**src/rtl/ifu_pkg.sv**
```systemverilog
// Shared types and constants for the instruction fetch unit.
// Latency: n/a (declarations only).
// Backpressure: n/a (declarations only).
package ifu_pkg;

   localparam int AddrW = 64;
   localparam int InstW = 32;

   // Architectural PC after reset and the sequential fetch stride.
   localparam logic [AddrW-1:0] PcRst  = 64'h0000_0000_8000_0000;
   localparam logic [AddrW-1:0] PcStep = 64'd4;

   // Fetch sequencer states:
   //   IDLE  - one cycle after reset before the first fetch
   //   REQ   - request presented to instruction memory
   //   WAIT  - request accepted, response outstanding
   //   DRAIN - response outstanding but stale (redirected), to be discarded
   //   HOLD  - fetched slot presented to the decoder
   //   FAULT - faulted slot delivered, parked until a redirect
   typedef enum logic [2:0] {
      ST_IDLE  = 3'd0,
      ST_REQ   = 3'd1,
      ST_WAIT  = 3'd2,
      ST_DRAIN = 3'd3,
      ST_HOLD  = 3'd4,
      ST_FAULT = 3'd5
   } ifu_state_e;

endpackage

```
**src/rtl/ifu_fetch_if.sv**
```systemverilog
// Bundles the fetch unit's memory, decoder and redirect handshakes.
// Latency: n/a (wires only).
// Backpressure: imem_req_ready stalls requests, inst_ready stalls delivery.
interface ifu_fetch_if;

   // Instruction memory request/response
   logic                        imem_req_valid;
   logic                        imem_req_ready;
   logic [ifu_pkg::AddrW-1:0]   imem_req_addr;
   logic                        imem_resp_valid;
   logic [ifu_pkg::InstW-1:0]   imem_resp_data;
   logic                        imem_resp_err;

   // Decoder handshake
   logic                        inst_valid;
   logic                        inst_ready;
   logic [ifu_pkg::InstW-1:0]   inst;
   logic [ifu_pkg::AddrW-1:0]   inst_pc;
   logic                        inst_fault;

   // Redirect from execute
   logic                        redirect_valid;
   logic [ifu_pkg::AddrW-1:0]   redirect_pc;

   // Fetch unit side
   modport master (
      output imem_req_valid, imem_req_addr,
      input  imem_req_ready,
      input  imem_resp_valid, imem_resp_data, imem_resp_err,
      output inst_valid, inst, inst_pc, inst_fault,
      input  inst_ready,
      input  redirect_valid, redirect_pc
   );

   // Environment side: memory, decoder and execute
   modport slave (
      input  imem_req_valid, imem_req_addr,
      output imem_req_ready,
      output imem_resp_valid, imem_resp_data, imem_resp_err,
      input  inst_valid, inst, inst_pc, inst_fault,
      output inst_ready,
      output redirect_valid, redirect_pc
   );

endinterface

```
**src/rtl/ifu_fetch.sv**
```systemverilog
// Instruction fetch: owns the PC, issues one fetch at a time, hands slots to decode.
// Latency: request cycle t, response t+1, slot valid t+2 (3 cycles/instr at zero wait).
// Backpressure: slot held stable while inst_ready=0; no new request until it fires.
module ifu_fetch
   import ifu_pkg::*;
#(
   parameter logic [AddrW-1:0] PC_RST = PcRst
) (
   input  logic         clk,
   input  logic         rst,
   ifu_fetch_if.master  bus
);

   ifu_state_e         state_q, state_d;
   logic [AddrW-1:0]   pc_q, pc_d;
   logic [InstW-1:0]   inst_q, inst_d;
   logic [AddrW-1:0]   inst_pc_q, inst_pc_d;
   logic               fault_q, fault_d;

   logic               pc_aligned;
   logic               req_fire;

   assign pc_aligned = (pc_q[1:0] == 2'b00);
   // A misaligned PC never reaches memory, so a request only fires when aligned.
   assign req_fire   = (state_q == ST_REQ) && pc_aligned && bus.imem_req_ready;

   // All outputs come from registers so no input reaches an output combinationally.
   assign bus.imem_req_valid = (state_q == ST_REQ) && pc_aligned;
   assign bus.imem_req_addr  = pc_q;
   assign bus.inst_valid     = (state_q == ST_HOLD);
   assign bus.inst           = inst_q;
   assign bus.inst_pc        = inst_pc_q;
   assign bus.inst_fault     = fault_q;

   // Next state, next PC and output-buffer capture; redirect overrides everything.
   always_comb begin
      state_d   = state_q;
      pc_d      = pc_q;
      inst_d    = inst_q;
      inst_pc_d = inst_pc_q;
      fault_d   = fault_q;

      case (state_q)
         ST_IDLE: begin
            state_d = ST_REQ;
         end
         ST_REQ: begin
            if (!pc_aligned) begin
               // Fault the slot locally instead of issuing an illegal fetch.
               state_d   = ST_HOLD;
               inst_d    = '0;
               inst_pc_d = pc_q;
               fault_d   = 1'b1;
            end else if (bus.imem_req_ready) begin
               state_d = ST_WAIT;
            end
         end
         ST_WAIT: begin
            if (bus.imem_resp_valid) begin
               state_d   = ST_HOLD;
               inst_d    = bus.imem_resp_err ? '0 : bus.imem_resp_data;
               inst_pc_d = pc_q;
               fault_d   = bus.imem_resp_err;
            end
         end
         ST_DRAIN: begin
            if (bus.imem_resp_valid) begin
               state_d = ST_REQ;
            end
         end
         ST_HOLD: begin
            if (bus.inst_ready) begin
               if (fault_q) begin
                  state_d = ST_FAULT;
               end else begin
                  pc_d    = pc_q + PcStep;
                  state_d = ST_REQ;
               end
            end
         end
         ST_FAULT: begin
            state_d = ST_FAULT;
         end
         default: begin
            state_d = ST_IDLE;
         end
      endcase

      if (bus.redirect_valid) begin
         pc_d = bus.redirect_pc;
         // The buffer never captures a response that races a redirect; a HOLD
         // slot that fires this cycle has already been delivered to the decoder.
         inst_d    = inst_q;
         inst_pc_d = inst_pc_q;
         fault_d   = fault_q;
         case (state_q)
            // Request accepted this cycle: its response is now stale.
            ST_REQ:   state_d = req_fire ? ST_DRAIN : ST_REQ;
            // Response arriving this cycle is dropped; otherwise wait it out.
            ST_WAIT:  state_d = bus.imem_resp_valid ? ST_REQ : ST_DRAIN;
            // Only the PC moves; a response landing now still ends the drain
            // because no further response is owed.
            ST_DRAIN: state_d = bus.imem_resp_valid ? ST_REQ : ST_DRAIN;
            default:  state_d = ST_REQ;
         endcase
      end
   end

   // State, PC and output buffer registers.
   always_ff @(posedge clk or negedge rst) begin
      if (!rst) begin
         state_q   <= ST_IDLE;
         pc_q      <= PC_RST;
         inst_q    <= '0;
         inst_pc_q <= '0;
         fault_q   <= 1'b0;
      end else begin
         state_q   <= state_d;
         pc_q      <= pc_d;
         inst_q    <= inst_d;
         inst_pc_q <= inst_pc_d;
         fault_q   <= fault_d;
      end
   end

endmodule
```
**src/flat_wrapper.sv**
```systemverilog
// flat-port wrapper written by rule: the top's interface ports become plain ports
module ifu_fetch_flat import ifu_pkg::*;
#(
   parameter logic [AddrW-1:0] PC_RST = PcRst
)
  (clk, rst, bus_imem_req_valid, bus_imem_req_addr, bus_imem_req_ready, bus_imem_resp_valid, bus_imem_resp_data, bus_imem_resp_err, bus_inst_valid, bus_inst, bus_inst_pc, bus_inst_fault, bus_inst_ready, bus_redirect_valid, bus_redirect_pc);
  ifu_fetch_if bus_i ();
  input  logic clk;
  input  logic rst;
  output wire logic [$bits(bus_i.imem_req_valid)-1:0] bus_imem_req_valid;
  output wire logic [$bits(bus_i.imem_req_addr)-1:0] bus_imem_req_addr;
  input wire logic [$bits(bus_i.imem_req_ready)-1:0] bus_imem_req_ready;
  input wire logic [$bits(bus_i.imem_resp_valid)-1:0] bus_imem_resp_valid;
  input wire logic [$bits(bus_i.imem_resp_data)-1:0] bus_imem_resp_data;
  input wire logic [$bits(bus_i.imem_resp_err)-1:0] bus_imem_resp_err;
  output wire logic [$bits(bus_i.inst_valid)-1:0] bus_inst_valid;
  output wire logic [$bits(bus_i.inst)-1:0] bus_inst;
  output wire logic [$bits(bus_i.inst_pc)-1:0] bus_inst_pc;
  output wire logic [$bits(bus_i.inst_fault)-1:0] bus_inst_fault;
  input wire logic [$bits(bus_i.inst_ready)-1:0] bus_inst_ready;
  input wire logic [$bits(bus_i.redirect_valid)-1:0] bus_redirect_valid;
  input wire logic [$bits(bus_i.redirect_pc)-1:0] bus_redirect_pc;
  assign bus_imem_req_valid = bus_i.imem_req_valid;
  assign bus_imem_req_addr = bus_i.imem_req_addr;
  assign bus_i.imem_req_ready = bus_imem_req_ready;
  assign bus_i.imem_resp_valid = bus_imem_resp_valid;
  assign bus_i.imem_resp_data = bus_imem_resp_data;
  assign bus_i.imem_resp_err = bus_imem_resp_err;
  assign bus_inst_valid = bus_i.inst_valid;
  assign bus_inst = bus_i.inst;
  assign bus_inst_pc = bus_i.inst_pc;
  assign bus_inst_fault = bus_i.inst_fault;
  assign bus_i.inst_ready = bus_inst_ready;
  assign bus_i.redirect_valid = bus_redirect_valid;
  assign bus_i.redirect_pc = bus_redirect_pc;
  ifu_fetch #(.PC_RST(PC_RST)) u_core (.clk(clk), .rst(rst), .bus(bus_i));
endmodule
```
**config.mk**
```make
export PLATFORM = sky130hd
export DESIGN_NAME = ifu_fetch_flat
export DESIGN_NICKNAME = d
export VERILOG_FILES = /design/src/rtl/ifu_pkg.sv /design/src/rtl/ifu_fetch_if.sv /design/src/rtl/ifu_fetch.sv /design/src/flat_wrapper.sv
export SDC_FILE = /design/constraint.sdc
export NUM_CORES = 1
export LEC_CHECK = 0
export ABC_AREA = 1
export BUFFER_PORTS_ARGS = -buffer_cell sky130_fd_sc_hd__buf_2
export CAP_MARGIN = 20
export CELL_PAD_IN_SITES_DETAIL_PLACEMENT = 1
export CELL_PAD_IN_SITES_GLOBAL_PLACEMENT = 1
export CORE_AREA = 2 2 151 153
export DETAILED_ROUTE_END_ITERATION = 16
export DIE_AREA = 0 0 153 155
export GPL_TIMING_DRIVEN = 1
export PLACE_DENSITY_LB_ADDON = 0.1
export SYNTH_ARGS = -nofsm -noshare
export SYNTH_HDL_FRONTEND = slang
export SYNTH_SLANG_ARGS = --single-unit
```
**constraint.sdc**
```tcl
create_clock -name clk -period 3.96 [get_ports clk]
set_input_delay 0.198 -clock clk [delete_from_list [all_inputs] [get_ports clk]]
set_output_delay 0.198 -clock clk [all_outputs]
set_load 0.1 [all_outputs]
```
==> results.toml <==
[sta]
final-setup-viol-count = 0
setup_clock_skew_after_layout_ns = 0.01249
timing.final.hold_violations = 0
worst_slew_pin_slew_ns = 1.060
unrepaired_setup_endpoints_after_global_routing = "false"
maxClockFrequency_mhz = 362.1
finalSetupTns_ns = 0
period_minus_slack_ns = 2.762
slew-limit-headroom_pct = 29.29
final-max-slew-violation-count = 0
min_period_over_period_pct = 69.74

[logic_synthesis]
postSynth.asyncResetShare_pct = 100.0
net_count_after_synthesis = 1278
synth.cell_area_sq_mm = 0.008539
synthesis.area_per_instance_sq_um = 7.274
synth_top_flop_cell = "dfrtp_1"
yosys_register_bits = 164
synthCells = 1174
synthesis.yosys.warnings = 0
seq_area_frac_synth_pct = 48.07
post_synth_num_cell_types = 34
synth_edf_count = 0
yosys.area.top_type = "dfrtp_1"
area_fraction_of_the_dominant_cell_type_after_synthesis_pct = 47.77
synthTopCellsByCount = "nand2_1 (459), dfrtp_1 (163), nor2_1 (136)"
yosys.cell_count.top_type = "nand2_1"
synth.top_cells.by_area = "dfrtp_1 (48%), nand2_1 (20%), nor2_1 (6.0%), nand3_1 (5.0%), inv_1 (4.0%)"

[detailed_routing]
drcViolationCount = 0
route.detailed.wl_per_inst_um = 18.92
totalWireLength_um = 33500
drt_iter0_drc = 594
drt_pass1_iterations = 5
vias = 9024
final_antenna_net_count = 0
route.detailed.vias_per_inst = 5.095

[setup_path]
crit_path_end_kind = "register"
cp_max_fo = 12
rr_startpoint = "u_core.state_q[0]"
crit_arrival_ns = 3.06
timing.critical_path.cells = "inv_2 -> nand3_1 -> inv_1 -> nand3_1 -> nor2_2 -> inv_1 -> nor2_1 -> nor3_1"
rr_endpoint = "u_core.bus.imem_req_addr[4]"
reg2reg_setup_slack_ns = 1.20
critical_path_class = "reg2reg"
crit_required_ns = 4.26
cp_slowest_stage_delay_ns = 0.70
crit_path_top_delay_cell = "nor2_2"
cp-start-kind = "register"
worstRegToRegCells = 8

[cells_and_area]
ant_cells = 0
synth_to_layout_area_growth_pct = 31.22
finalNetCount = 1577
post_route_cells_drive_above_1_share_pct = 22.21

[placed_design]
place.port_buffers = 265
gpl.final_weighted_congestion = 0.9263
dpl.hpwl_um = 24500

[status]
outcome = "finished, final reports clean"

[floorplanning]
die-area_sq_mm = 0.02372
floorplan.die.width_um = 153
io_pins = 266
core.rowCount = 55
die-height_um = 155
floorplan.core_area_sq_mm = 0.02223
initial_core_util_pct = 38.42

[global_route]
pin_count_of_the_biggest_net_entering_global_routing = 84
via_count_of_the_first_global_routing_pass = 9488
grtUsageTotal_pct = 28.20
antenna_found_initial = 0
global_route.overflow_total = 0
grt_first_pass_wirelength_um = 52520

[run]
max-cap-violations = 0

[clock_network]
worstSkewPairLatency_ns = 0.43
cts-hold-fix-buffers = 47
cts_num_sinks = 164
postCtsSetupBuffers = 0
number_of_cells_upsized_or_downsized_after_cts = 0
cts_tree = "yes"
clock_pin_slew_of_the_registers_on_the_worst_case_setup_and_hold_paths_ns = 0.07
cts.root.buffer_cell = "clkbuf_16"
clockBufferDepth = 2
cts-htree-levels = 4
cts_inserted_buffers = 17

[power]
powerDensity_mw_per_mm2 = 757.2
power.static_leakage_uw = 0.005727
p_total_uw = 8484
vdd_ir_drop_max_v = 0.0005310

[hold_path]
timing.hold.worst_path_depth = 3
hold_path.startpoint = "bus_redirect_pc[50]"
min_path_type = "in2reg"
hold_path_end = "u_core.bus.imem_req_addr[50]"
-- worst max-delay path: cells and delay by family, from the launching register on --
kind | cells | cell delay, ns
buffers and inverters | 3 | 0.66
flip-flops | 1 | 0.41
AND/OR/NAND/NOR | 5 | 1.55
-- worst max-delay path by stage --
| stage | slack, ns | to | from |
|---|---|---|---|
| after floorplan | 1.36 | u_core.bus.inst_pc[52] | u_core.bus.imem_req_addr[1] |
| after global placement | 1.46 | u_core.bus.imem_req_addr[4] | u_core.state_q[0] |
| after detailed placement | 1.27 | u_core.bus.imem_req_addr[4] | u_core.state_q[0] |
| after CTS | 1.18 | u_core.bus.imem_req_addr[4] | u_core.state_q[0] |
| after global routing | 0.98 | u_core.bus.imem_req_addr[20] | u_core.state_q[0] |
| final | 1.20 | u_core.bus.imem_req_addr[4] | u_core.state_q[0] |
-- power by group --
group          switching [uW]  leakage (uW)  total (uW)  internal [uW]
Sequential                299       0.00207        2370           2070
Clock                     774      0.000311        1830           1050
Combinational            3680       0.00335        4290            609
Total                    4760       0.00573        8480           3730
-- flip-flops by register name, summed over array words and instances (netlist names) --
register	flops
u_core.bus.inst	32
u_core.bus.imem_req_addr	64
u_core.bus.inst_pc	64
u_core.state_q	3
u_core.bus.inst_fault	1
-- routing by layer --
layer / vias up / track usage, % / part of all wire [%]
met1: 4390 / 37.92 / 45
met5: - / 0 / 0
met2: 280 / 47.88 / 48
li1: 4319 / - / -
met4: 0 / 6.173 / 1.6
met3: 35 / 5.125 / 5.2
-- cell families (layout without fill, tap and decap cells) --
logic type / count (synthesis) / after routing / synth area share (%)
AO/OA/AOI/OAI: 137 / 137 / 9.041
XOR/XNOR: 14 / 14 / 1.436
adder cells (fa/ha/maj): 1 / 1 / 0.1465
buffers and inverters: 139 / 451 / 6.901
flip-flops: 164 / 164 / 48.07
AND/OR/NAND/NOR: 719 / 719 / 34.40
-- placed cells by master, fill, tap and decap left out, types with 7 or more instances in the layout --
cell type	count
nor2_1	135
nand4_1	14
a21oi_1	11
buf_2	264
o211ai_1	16
inv_1	92
nand2_1	459
dfrtp_1	163
o21ai_0	68
o21bai_1	8
nand3_1	86
dlygate4sd3_1	47
o21ai_1	25
nor2_2	7
clkbuf_16	17
xor2_1	14
buf_4	9
-- area by class of cell --
| type | instances | area (sq um) |
|---|---|---|
| fill | 2871 | 11020 |
| sequential | 164 | 4105 |
| multi-input combinational | 871 | 3852 |
| timing repair buffer | 322 | 1891 |
| clock buffer | 19 | 452.9 |
| inverter | 97 | 364.1 |
| tap | 285 | 356.6 |
| clock inverter | 13 | 183.9 |
-- per-stage QoR --
step	instances	worst slack (ns)	hold WS [ns]	util (%)	area [sq um]
3_5_place_dp	1692	1.266	0.3241	45.43	10100
2_1_floorplan	1174	1.359	-0.09759	-	8539
5_1_grt	1771	0.9788	0.01273	50.41	11210
4_1_cts	1771	1.183	0.001309	50.41	11210
3_3_place_gp	1692	1.457	0.3253	45.43	10100
6_report	1771	1.198	0.004919	50.41	11210
Power figures use the tool's default switching activity.
